$ cat config.mk
export PLATFORM = sky130hd
export DESIGN_NAME = mem_port_arbiter
export DESIGN_NICKNAME = d
export VERILOG_FILES = /design/src/rtl/mem_port_arbiter.sv
export SDC_FILE = /design/constraint.sdc
export NUM_CORES = 1
export LEC_CHECK = 0
export BUFFER_PORTS_ARGS = -buffer_cell sky130_fd_sc_hd__buf_2
export CAP_MARGIN = 25
export CORE_AREA = 2 2 104 106
export CTS_BUF_LIST = sky130_fd_sc_hd__clkbuf_16
export CTS_CLUSTER_DIAMETER = 200
export CTS_CLUSTER_SIZE = 30
export DETAILED_ROUTE_END_ITERATION = 8
export DIE_AREA = 0 0 106 108
export PLACE_DENSITY = 0.82
export SLEW_MARGIN = 5
export SYNTH_ARGS = -nofsm -noshare
export SYNTH_HDL_FRONTEND = slang
export SYNTH_SLANG_ARGS = --single-unit
$ cat constraint.sdc
create_clock -name clk -period 1.64 [get_ports clk]
set_input_delay 0 -clock clk [delete_from_list [all_inputs] [get_ports clk]]
set_output_delay 0 -clock clk [all_outputs]
set_load 0.01 [all_outputs]
$ cat src/rtl/mem_port_arbiter.sv
// Fetch/data arbiter for a unified single-port memory.
// One access in flight; data wins unless fetch has starved.
module mem_port_arbiter #(
  parameter int MEM_LAT    = 1,
  parameter int STARVE_MAX = 4
) (
  input  logic        clk,
  input  logic        rst,
  input  logic        if_req,
  input  logic [31:0] if_addr,
  output logic        if_gnt,
  output logic        if_rvalid,
  output logic [31:0] if_rdata,
  input  logic        d_req,
  input  logic        d_we,
  input  logic [31:0] d_addr,
  input  logic [31:0] d_wdata,
  output logic        d_gnt,
  output logic        d_rvalid,
  output logic [31:0] d_rdata,
  output logic        mem_req,
  output logic        mem_we,
  output logic [31:0] mem_addr,
  output logic [31:0] mem_wdata,
  input  logic [31:0] mem_rdata
);

  typedef enum logic {IDLE, WAIT} state_t;

  localparam logic [3:0] LAT4  = 4'(MEM_LAT);
  localparam logic [3:0] SMAX4 = 4'(STARVE_MAX);

  state_t     state, state_nx;
  logic [3:0] cnt;
  logic [3:0] scnt;
  logic       owner;
  logic       owner_we;
  logic       if_win;
  logic       d_win;

  always_comb begin
    if_win    = 1'b0;
    d_win     = 1'b0;
    if_gnt    = 1'b0;
    d_gnt     = 1'b0;
    mem_req   = 1'b0;
    mem_we    = 1'b0;
    mem_addr  = '0;
    mem_wdata = '0;
    state_nx  = state;
    unique case (state)
      IDLE: begin
        if (!rst) begin
          if (if_req && (scnt == SMAX4 || !d_req))
            if_win = 1'b1;
          else if (d_req)
            d_win = 1'b1;
          if (if_win) begin
            if_gnt   = 1'b1;
            mem_req  = 1'b1;
            mem_addr = if_addr;
          end else if (d_win) begin
            d_gnt     = 1'b1;
            mem_req   = 1'b1;
            mem_we    = d_we;
            mem_addr  = d_addr;
            mem_wdata = d_wdata;
          end
          if (if_win || d_win)
            state_nx = WAIT;
        end
      end
      WAIT: begin
        if (cnt == 4'd1)
          state_nx = IDLE;
      end
      default: state_nx = IDLE;
    endcase
  end

  always_ff @(posedge clk) begin
    if (rst) begin
      state     <= IDLE;
      cnt       <= '0;
      scnt      <= '0;
      owner     <= 1'b0;
      owner_we  <= 1'b0;
      if_rvalid <= 1'b0;
      d_rvalid  <= 1'b0;
      if_rdata  <= '0;
      d_rdata   <= '0;
    end else begin
      state     <= state_nx;
      if_rvalid <= 1'b0;
      d_rvalid  <= 1'b0;
      if (state == IDLE) begin
        if (if_win) begin
          owner    <= 1'b0;
          owner_we <= 1'b0;
          cnt      <= LAT4;
          scnt     <= '0;
        end else if (d_win) begin
          owner    <= 1'b1;
          owner_we <= d_we;
          cnt      <= LAT4;
          // only data grants that make fetch wait count toward starvation
          if (if_req && scnt < SMAX4)
            scnt <= scnt + 4'd1;
        end
      end else begin
        cnt <= cnt - 4'd1;
        if (cnt == 4'd1) begin
          if (owner) begin
            d_rvalid <= 1'b1;
            d_rdata  <= owner_we ? 32'd0 : mem_rdata;
          end else begin
            if_rvalid <= 1'b1;
            if_rdata  <= mem_rdata;
          end
        end
      end
    end
  end

endmodule

==> flow_metrics.tcl, run 1 <==
set metrics [dict create \
    cts_inserted_buffers 9 \
    tritoncts "built" \
    die_h_um 108 \
    drc 0 \
    die_outline_area_sq_um 11400 \
    synth_fa_ha_area_frac 0.0136 \
    cts_clock_pin_slew_for_the_worst_setup_and_hold_paths_ps 60 \
    post-route-period-util 1.16 \
    synth.area.top_cells "sky130_fd_sc_hd__dfxtp_1 42%, sky130_fd_sc_hd__nand2_1 10%, sky130_fd_sc_hd__a21oi_1 9.4%" \
    setup_viol 67 \
    cts-htree-levels 3 \
    drive_above_1_share 0.433 \
    violations_in_the_final_reports "negative setup slack" \
    dr.pass1.iters 4 \
    critical_path_data_arrival_time_ps 1900 \
    placeableCoreArea_sq_um 10200 \
    total_power_mw 4.83 \
    synth.largest_area_cell "sky130_fd_sc_hd__dfxtp_1" \
    worst_pin_slew_ps 417 \
    top_level_ports 267 \
    globalRouteMet2Util 0.397 \
    grt.total_usage 0.219 \
    finalWeightedCongestion 0.840 \
    place_hpwl_um 8910 \
    postSynthRegisterBits 77 \
    dominantRegCellSynth "sky130_fd_sc_hd__dfxtp_1" \
    grt_first_pass_wirelength_um 20000 \
    finalWirelength_um 13900 \
    hold_path_class "in -> reg" \
    max_clock_buf_depth 2 \
    launch_point_of_the_worst_reg_to_reg_path "scnt[1]$_SDFFE_PP0P_" \
    routed_via_count_divided_by_cell_count 4.91 \
    tns_ps -15120 \
    routedWlPerCell_um 15.3 \
    critical_path.startpoint_type "register" \
    asyncSetResetFlopFracSynth 0 \
    req_time_crit_path_ps 1640 \
    initialDrtViolationCount 282 \
    synth_cell_area_sq_um 3680 \
    syn-num-nets 607 \
    pre_cts_ws_ps 21.8 \
    gr-usage-met1 0.257 \
    power-per-cell-area_nw_per_um2 796 \
    number_of_nets_in_the_final_layout 903 \
    timing.critical_path.fanout_max 9 \
    synthesis.area_per_instance_sq_um 7.83 \
    worst_ir_drop_on_vdd_uv 464 \
    netlist-cell-type-count 28 \
    dr_total_vias 4455 \
    synth_simple_gate_area_share 0.309 \
    timing.clock.skew_ps 7.55 \
    placement_rows 37 \
    number_of_antenna_violations_at_the_first_check_in_global_routing 0 \
    grt_overflow_total 0 \
    num_antenna_cells 0 \
    top_usage_layer "met2" \
    grt_util_met3 0.0482 \
    synth-compound-area-share 0.177 \
    synthesis.yosys.warnings 0 \
    synth_seq_area_share 0.419 \
    whs_ps 47.6 \
    synth.mux.area_fraction 0.00306 \
    timing_hold_violations_final 0 \
    synth_enable_flop_cells 0 \
    cts.root.buffer_cell "sky130_fd_sc_hd__clkbuf_16" \
    grt_pass1_vias 4148 \
    syn-instance-count 470 \
    io_buffers 266 \
    area_delta_synth_final_pct 64.7 \
    postRouteAntennaNets 0 \
    report.final.slew_viol_count 0 \
    effective_utilization_at_floorplan 0.360 \
    leakage_component_of_the_power_nw 2.88 \
    hold_start "d_req" \
    numClockSinks 77 \
    timing_worst_setup_path_type "reg -> out" \
    outcome "finished with violations" \
    rsz0062_at_grt "yes" \
    synth_xor_xnor_area_share 0 \
    insertion_delay_ps 330 \
    grt_start_max_net_pins 64 \
    crit_path_start "scnt[1]$_SDFFE_PP0P_" \
    maxCapViolCount 0 \
    timing.max_slew.rel_slack 0.719 \
    setup_ws_ps -263 \
    endpoint_kind "output pin" \
    timing.final.crit_period_ps 1900 \
    die_width_um 106 \
    synth_top_cell_area_share 0.419 \
    synth_top_family_by_area "simple AND/OR/NAND/NOR gates" \
    max_freq_ghz 0.525 \
]
## layout make-up
cell class                      instances  area, sq um
Fill cell                             887         4170
Timing Repair Buffer                  327         2120
Multi-Input combinational cell        344         1930
Sequential cell                        77         1540
Clock buffer                            9          225
Tap cell                              136          170
Clock inverter                          7         56.3
Inverter                                7         26.3
## flip-flops by register name, summed over array words and instances (netlist names)
signal	flops
cnt	4
d_rdata	32
d_rvalid	1
if_rdata	32
if_rvalid	1
owner	1
owner_we	1
scnt	4
state	1
## what timing repair did
item,in CTS,in global routing
pin swaps,1,9
setup buffers,6,3
cloned,1,7
setup endpoints to repair,67,112
gates resized for setup,18,12
hold endpoints to repair,65,0
hold buffers,33,0
## cells in the final DEF (no fill, tap or decap), types with 2 or more instances in the layout
master	Yosys	final
sky130_fd_sc_hd__inv_2	0	2
sky130_fd_sc_hd__clkbuf_16	0	14
sky130_fd_sc_hd__nor3_1	4	4
sky130_fd_sc_hd__dfxtp_1	77	75
sky130_fd_sc_hd__buf_2	9	262
sky130_fd_sc_hd__and2_4	0	4
sky130_fd_sc_hd__a22oi_2	0	7
sky130_fd_sc_hd__buf_12	0	9
sky130_fd_sc_hd__o21ai_0	3	3
sky130_fd_sc_hd__nor4_1	2	2
sky130_fd_sc_hd__nand3_1	3	3
sky130_fd_sc_hd__nand3b_1	36	36
sky130_fd_sc_hd__inv_1	7	5
sky130_fd_sc_hd__nor2b_4	2	3
sky130_fd_sc_hd__dlygate4sd3_1	0	33
sky130_fd_sc_hd__dfxtp_2	0	2
sky130_fd_sc_hd__and2_1	34	30
sky130_fd_sc_hd__buf_6	11	7
sky130_fd_sc_hd__clkinvlp_4	0	4
sky130_fd_sc_hd__ha_1	4	3
sky130_fd_sc_hd__inv_6	0	3
sky130_fd_sc_hd__buf_4	4	10
sky130_fd_sc_hd__nand2_1	99	99
sky130_fd_sc_hd__a22oi_1	33	26
sky130_fd_sc_hd__a21oi_1	69	68
sky130_fd_sc_hd__nor2_1	44	44
## Yosys cell counts, types with 2 or more instances
cell	number
sky130_fd_sc_hd__nor3_1	4
sky130_fd_sc_hd__dfxtp_1	77
sky130_fd_sc_hd__buf_4	4
sky130_fd_sc_hd__nand2_1	99
sky130_fd_sc_hd__a22oi_1	33
sky130_fd_sc_hd__nor2b_1	2
sky130_fd_sc_hd__nand3b_1	36
sky130_fd_sc_hd__o21ai_0	3
sky130_fd_sc_hd__nor2_1	44
sky130_fd_sc_hd__a21oi_1	69
sky130_fd_sc_hd__buf_2	9
sky130_fd_sc_hd__and2_1	34
sky130_fd_sc_hd__nor4_1	2
sky130_fd_sc_hd__nand3_1	3
sky130_fd_sc_hd__inv_1	7
sky130_fd_sc_hd__nor2b_4	2
sky130_fd_sc_hd__clkbuf_1	18
sky130_fd_sc_hd__buf_6	11
sky130_fd_sc_hd__ha_1	4
## critical path, cell delays in order (launching register included)
cell and delay, ps:
sky130_fd_sc_hd__dfxtp_2 330, sky130_fd_sc_hd__inv_2 80, sky130_fd_sc_hd__ha_4 130, sky130_fd_sc_hd__nand3b_1 110
sky130_fd_sc_hd__buf_6 150, sky130_fd_sc_hd__a21boi_4 150, sky130_fd_sc_hd__buf_12 150, sky130_fd_sc_hd__clkbuf_16 150
sky130_fd_sc_hd__a22oi_1 60, sky130_fd_sc_hd__nor2_1 110, sky130_fd_sc_hd__buf_2 150
## where the power goes
part / switching (mW) / internal [mW]
clock network: 0.832 / 1.04
logic: 0.486 / 0.494
registers: 0.0398 / 1.94
total: 1.36 / 3.47
## stage by stage
step,instances,utilization,instance area [sq um]
after global routing,907,0.593,6060
after global placement,843,0.500,5120
after CTS,899,0.575,5880
final,907,0.593,6060
after floorplan,470,-,3680
after detailed placement,843,0.500,5120
## logic make-up after synthesis
logic type | after synthesis
simple gates | 229
buf+inv | 49
compound gates | 110
fa+ha+maj | 4
mux | 1
flops | 77
## per-layer routing
metal  routed length [um]  up-vias  share of wire
met5                    0        -              0
met4                  274        0          0.020
met3                  940       28          0.068
met2                 7140      232           0.51
met1                 5560     2025           0.40
li1                     -     2170              -
## worst paths after layout
kind	end	slack [ps]	cells after the start
worst min-delay path	scnt[0]$_SDFFE_PP0P_	50	3
worst max register to register	scnt[3]$_SDFFE_PP0P_	50	10
worst max-delay path	mem_addr[23]	-260	10
worst min register to register	d_rdata[12]$_SDFFE_PP0P_	450	2
Power figures use the tool's default switching activity.
==> run 2, diff against run 1 <==
ABC_CLOCK_PERIOD_IN_PS = 1640   (was not set)
CTS_BUF_LIST = not set   (was sky130_fd_sc_hd__clkbuf_16)
HOLD_SLACK_MARGIN = 0.1   (was not set)
==> run 2 against run 1 <==
Clock skew up 5.3 ps. Global-route usage fell by 0.29 points. Power down 10%. Register-to-register slack improved by 20 ps. Hold slack gained 190 ps. First-iteration DRC count grew 12%. The flow still finishes with violations (negative setup slack). Sequential power hardly changed.
==> flow_metrics.tcl, run 2 (synthesis gave the netlist of run 1 again) <==
set metrics [dict create \
    leakage_component_of_the_power_nw 2.87 \
    maxCapViolCount 0 \
    effective_utilization_at_floorplan 0.360 \
    layout.cells.most_common_list "263 x sky130_fd_sc_hd__buf_2, 98 x sky130_fd_sc_hd__nand2_1, 73 x sky130_fd_sc_hd__dfxtp_1" \
    endpoint_kind "output pin" \
    cts.root.buffer_cell "sky130_fd_sc_hd__clkbuf_8" \
    insertion_delay_ps 350 \
    ff_latch_area_sq_um 1550 \
    grt_pass1_vias 4120 \
    timing.max_slew.rel_slack 0.700 \
    multi_input_area_sq_um 1970 \
    timing.critical_path.fanout_max 34 \
    grt_overflow_total 0 \
    timing.final.crit_period_ps 1940 \
    post-route-period-util 1.18 \
    critical_path_s_largest_stage_delay_ps 330 \
    req_time_crit_path_ps 1640 \
    gr-usage-met1 0.251 \
    number_of_antenna_violations_at_the_first_check_in_global_routing 0 \
    timing_worst_setup_path_type "reg -> out" \
    placeableCoreArea_sq_um 10200 \
    initialDrtViolationCount 317 \
    grt_first_pass_wirelength_um 19700 \
    worst_pin_slew_ps 446 \
    tritoncts "built" \
    placement_rows 37 \
    hold_path_class "in -> reg" \
    cts_inserted_buffers 9 \
    r2r_setup_slack_ps 70 \
    outcome "finished with violations" \
    max_clock_buf_depth 2 \
    numClockSinks 77 \
    top_regs "d_rdata x32, if_rdata x32" \
    number_of_nets_in_the_final_layout 912 \
    dr_total_vias 4516 \
    globalRouteMet2Util 0.394 \
    cts_clock_pin_slew_for_the_worst_setup_and_hold_paths_ps 80 \
    drive_above_1_share 0.447 \
    whs_ps 241 \
    setup_viol 67 \
    place_hpwl_um 8910 \
    routedWlPerCell_um 15.6 \
    rsz0062_at_grt "yes" \
    critical_path.startpoint_type "register" \
    die_outline_area_sq_um 11400 \
    io_buffers 266 \
    top_level_ports 267 \
    dr.pass1.iters 4 \
    routed_via_count_divided_by_cell_count 4.93 \
    power-per-cell-area_nw_per_um2 711 \
    max_freq_ghz 0.517 \
    die_width_um 106 \
    violations_in_the_final_reports "negative setup slack" \
    die_h_um 108 \
    setup_ws_ps -295 \
    tns_ps -17700 \
    timing.clock.skew_ps 12.8 \
    finalWeightedCongestion 0.840 \
    layout.cells.most_common "sky130_fd_sc_hd__buf_2" \
    area_delta_synth_final_pct 65.4 \
    worst_ir_drop_on_vdd_uv 316 \
    total_power_mw 4.33 \
    cts-htree-levels 3 \
    grt.total_usage 0.216 \
    critical_path_data_arrival_time_ps 1940 \
    drc 0 \
    grt_start_max_net_pins 64 \
    cp_cell_sequence "inv_2 > ha_4 > nand3b_1 > o211a_1 > buf_12 > a22oi_1 > nor2_1 > buf_2" \
    report.final.slew_viol_count 0 \
    num_antenna_cells 0 \
    timing_hold_violations_final 0 \
    fill_cell_total_of_the_finished_layout 873 \
    grt_util_met3 0.0380 \
    top_usage_layer "met2" \
    finalWirelength_um 14300 \
    cell_with_the_biggest_individual_delay_on_the_critical_path "sky130_fd_sc_hd__dfxtp_2" \
    postRouteAntennaNets 0 \
]
[run 2: final timing paths]
check / startpoint / end / cells after the start
setup reg to reg: scnt[0]$_SDFFE_PP0P_ / scnt[3]$_SDFFE_PP0P_ / 10
setup / recovery: scnt[0]$_SDFFE_PP0P_ / mem_addr[28] / 8
hold reg to reg: d_rdata[12]$_SDFFE_PP0P_ / d_rdata[12]$_SDFFE_PP0P_ / 2
hold / removal: if_req / owner$_SDFFE_PP0P_ / 4
[run 2: through the flow]
stage / std cells / area (sq um) / worst slack [ps] / utilization
after floorplan: 470 / 3680 / 147 / -
after global placement: 843 / 5120 / 41.6 / 0.500
after detailed placement: 843 / 5120 / 21.8 / 0.500
after CTS: 901 / 5760 / -255 / 0.563
after global routing: 916 / 6090 / -407 / 0.595
final: 916 / 6090 / -295 / 0.595
[run 2: critical path: cells and delay by family (launching register included)]
kind,cells,cell delay (ps)
adders and majority gates,1,140
DFF,1,330
buffers and inverters,3,410
and+or+nand+nor,2,180
AOI/OAI and AO/OA,2,520
[run 2: repair_timing]
action,CTS,global route
setup buffers,5,7
resized for setup,15,24
hold buffers,37,0
gates cloned,0,8
hold endpoints to repair,70,0
pin swaps,3,10
endpoints found under the setup margin,67,112
[run 2: layer usage]
layer	vias up	share of wire
met5	-	0
met4	0	0.018
met3	19	0.065
li1	2189	-
met2	215	0.53
met1	2093	0.39
[run 2: power by group]
| part | internal (mW) | total [mW] | switching (mW) |
|---|---|---|---|
| Sequential | 1.93 | 1.98 | 0.0419 |
| Clock | 0.565 | 1.33 | 0.770 |
| Combinational | 0.517 | 1.02 | 0.503 |
[run 2: area by class of cell]
type                    instances  area share
multi-input cells             344       0.323
clock inverters                 7     0.00924
flip-flops and latches         77       0.254
repair buffers                336       0.361
clock buffers                   9      0.0203
inverters                       7     0.00431
well taps                     136      0.0279
==> run 3, diff against run 2 <==
ABC_AREA = 1   (was not set)
CORE_AREA = 2 2 103 105   (was 2 2 104 106)
DIE_AREA = 0 0 105 107   (was 0 0 106 108)
==> run 3 against run 2 <==
The run still ends with negative setup slack left. Final cell count up 8.2%. Combinational power about the same. Wire length up 7.2%. Sequential power about the same. Sequential share of layout area down 0.34 points. Non-clock buffer count down 8. Flip-flop and latch count unchanged. Global-route usage up 4.1 points. Critical path type unchanged. Largest power group unchanged.
==> flow_metrics.tcl, run 3 <==
set metrics [dict create \
    number_of_antenna_violations_at_the_first_check_in_global_routing 0 \
    synth_cell_area_sq_um 3620 \
    maxCapViolCount 0 \
    postSynthRegisterBits 77 \
    whs_ps 131 \
    instance_area_after_placement_sq_um 5090 \
    total_switching_power_mw 1.34 \
    dominantRegCellSynth "sky130_fd_sc_hd__dfxtp_1" \
    finalWeightedCongestion 0.826 \
    multi_input_area_sq_um 1920 \
    p_sw_frac 0.311 \
    num_antenna_cells 0 \
    rsz0062_at_grt "yes" \
    synth_enable_flop_cells 0 \
    effective_utilization_at_floorplan 0.358 \
    r2r_setup_slack_ps 140 \
    synth_seq_area_share 0.426 \
    die_width_um 105 \
    p_clk_frac 0.309 \
    most_frequently_used_cell_type_in_the_post_synthesis_netlist "sky130_fd_sc_hd__nand2_1" \
    layout.cells.most_common_list "251 x sky130_fd_sc_hd__buf_2, 136 x sky130_fd_sc_hd__nand2_1, 74 x sky130_fd_sc_hd__dfxtp_1" \
    max_clock_buf_depth 2 \
    report.final.slew_viol_count 0 \
    area_delta_synth_final_pct 70.7 \
    hold_path_class "in -> reg" \
    grt_first_pass_wirelength_um 22900 \
    drc 0 \
    grt_pass1_vias 4637 \
    fill_cell_total_of_the_finished_layout 932 \
    req_time_crit_path_ps 1640 \
    top_regs "d_rdata x32, if_rdata x32" \
    worst_pin_slew_ps 374 \
    min_delay_path_depth 3 \
    cts_clock_pin_slew_for_the_worst_setup_and_hold_paths_ps 80 \
    ff_latch_area_sq_um 1550 \
    dr.pass1.iters 5 \
    timing.clock.skew_ps 11.4 \
    die_outline_area_sq_um 11200 \
    share_comb_of_total_power 0.232 \
    insertion_delay_ps 350 \
    cts-htree-levels 3 \
    placeableCoreArea_sq_um 10100 \
    detailed_routed_wire_length_on_met2_um 7870 \
    worstReg2RegEnd "d_rdata[1]$_SDFFE_PP0P_" \
    synthesis.yosys.warnings 0 \
    worst_ir_drop_on_vdd_uv 776 \
    critical_path.startpoint_type "register" \
    layout.cells.most_common "sky130_fd_sc_hd__buf_2" \
    power.internal_mw 2.96 \
    timing_hold_violations_final 0 \
    top_level_ports 267 \
    stdcell_count 991 \
    hold-path-endpoint "scnt[1]$_SDFFE_PP0P_" \
    numClockSinks 77 \
    r2r_cells 9 \
    placement_rows 37 \
    dr_total_vias 4799 \
    timing.final.crit_period_ps 1720 \
    post_synth_most_frequent_cells "178 x sky130_fd_sc_hd__nand2_1, 77 x sky130_fd_sc_hd__dfxtp_1, 71 x sky130_fd_sc_hd__nand3_1, 48 x sky130_fd_sc_hd__inv_1, 39 x sky130_fd_sc_hd__nor2_1" \
    grt_start_max_net_pins 33 \
    launch_point_of_the_worst_reg_to_reg_path "cnt[1]$_SDFFE_PP0P_" \
    setup_viol 20 \
    tritoncts "built" \
    routed_via_count_divided_by_cell_count 4.84 \
    synth_top_cell_area_share 0.426 \
    place_hpwl_um 10400 \
    grt_overflow_total 0 \
    power-per-cell-area_nw_per_um2 697 \
    cts_inserted_buffers 9 \
    io_buffers 266 \
    timing.critical_path.fanout_max 8 \
    synth.largest_area_cell "sky130_fd_sc_hd__dfxtp_1" \
    grt.total_usage 0.257 \
    synthesis.area_per_instance_sq_um 6.66 \
    timing_worst_setup_path_type "reg -> out" \
    initialDrtViolationCount 446 \
    postRouteAntennaNets 0 \
    design_area_sq_um 6170 \
    wl_met1_um 5670 \
    syn-instance-count 543 \
    routed.top_layer "met4" \
    max_freq_ghz 0.582 \
    setup_ws_ps -79.0 \
    route.met3.wl_um 1290 \
    post-route-period-util 1.05 \
    critical_path_data_arrival_time_ps 1720 \
    outcome "finished with violations" \
    timing.max_slew.rel_slack 0.750 \
    hold_start "rst" \
    violations_in_the_final_reports "negative setup slack" \
    post-place-cells 928 \
    pre_cts_ws_ps 90.4 \
    number_of_nets_in_the_final_layout 987 \
    netlist-cell-type-count 25 \
    cts.root.buffer_cell "sky130_fd_sc_hd__clkbuf_8" \
    finalWirelength_um 15300 \
    endpoint_kind "output pin" \
    synth.area.top_cells "sky130_fd_sc_hd__dfxtp_1 43%, sky130_fd_sc_hd__nand2_1 18%, sky130_fd_sc_hd__nand3_1 9.8%" \
    seqPwrFrac 0.459 \
    asyncSetResetFlopFracSynth 0 \
    syn-num-nets 680 \
    die_h_um 107 \
    drive_above_1_share 0.461 \
    leakage_component_of_the_power_nw 3.39 \
    routedWlPerCell_um 15.5 \
    tns_ps -1140 \
]
run 3: cells by family after synthesis:
| family | share of synthesized area |
|---|---|
| buffers and inverters | 0.108 |
| AO/OA/AOI/OAI | 0.103 |
| adder cells (fa/ha/maj) | 0.0138 |
| AND/OR/NAND/NOR | 0.348 |
| flip-flops | 0.426 |
run 3: worst max path at each step:
| stage | startpoint | end | slack [ps] | cells after the start |
|---|---|---|---|---|
| 6_report | scnt[0]$_SDFFE_PP0P_ | mem_addr[10] | -80 | 11 |
| 5_1_grt | scnt[0]$_SDFFE_PP0P_ | mem_addr[21] | -170 | 11 |
| 4_1_cts | scnt[1]$_SDFFE_PP0P_ | mem_addr[18] | -50 | 11 |
| 3_5_place_dp | scnt[0]$_SDFFE_PP0P_ | mem_addr[20] | 90 | 10 |
| 3_3_place_gp | scnt[0]$_SDFFE_PP0P_ | mem_addr[20] | 130 | 10 |
| 2_1_floorplan | cnt[1]$_SDFFE_PP0P_ | if_rdata[10]$_SDFFE_PP0P_ | 370 | 10 |
run 3: per-stage QoR:
| step | power, mW | utilization |
|---|---|---|
| after floorplan | 2.40 | - |
| after global placement | 2.77 | 0.504 |
| after detailed placement | 2.78 | 0.504 |
| after CTS | 4.25 | 0.593 |
| after global routing | 4.50 | 0.611 |
| final | 4.30 | 0.611 |
run 3: what timing repair did:
action,CTS,global route
endpoints found under the hold margin,65,0
setup endpoints to repair,67,73
gates resized for setup,53,61
gates cloned,6,0
hold buffers,33,0
buffers inserted,8,1
pin swaps,14,23
run 3: critical path, stage by stage, from the launching register on:
cell and delay [ps]:
sky130_fd_sc_hd__dfxtp_2 330, sky130_fd_sc_hd__inv_2 80, sky130_fd_sc_hd__ha_4 150, sky130_fd_sc_hd__nand3_4 60, sky130_fd_sc_hd__nand2_4 90, sky130_fd_sc_hd__nand3_4 90
sky130_fd_sc_hd__inv_6 100, sky130_fd_sc_hd__buf_12 120, sky130_fd_sc_hd__buf_16 140, sky130_fd_sc_hd__nand2_2 50, sky130_fd_sc_hd__nand2_1 50, sky130_fd_sc_hd__buf_2 120
run 3: power groups by stage:
stage / Combinational, mW / Clock (mW) / Sequential [mW]
floorplan: 0.371 / 0 / 2.03
global placement: 0.761 / 0 / 2.01
detailed placement: 0.770 / 0 / 2.01
CTS: 0.937 / 1.34 / 1.97
global route: 1.08 / 1.43 / 1.98
finish: 0.998 / 1.33 / 1.97
run 3: final cells by class:
class | instances | area share
clock buffers | 9 | 0.0201
repair buffers | 328 | 0.340
clock inverters | 7 | 0.00953
inverters | 54 | 0.0365
repair inverters | 2 | 0.00446
multi-input cells | 378 | 0.311
well taps | 136 | 0.0276
flip-flops and latches | 77 | 0.250
run 3: metal layers:
layer,vias up,track usage
met3,38,0.0669
met1,2169,0.276
met2,262,0.482
li1,2330,-
met5,-,0
met4,0,0.0962
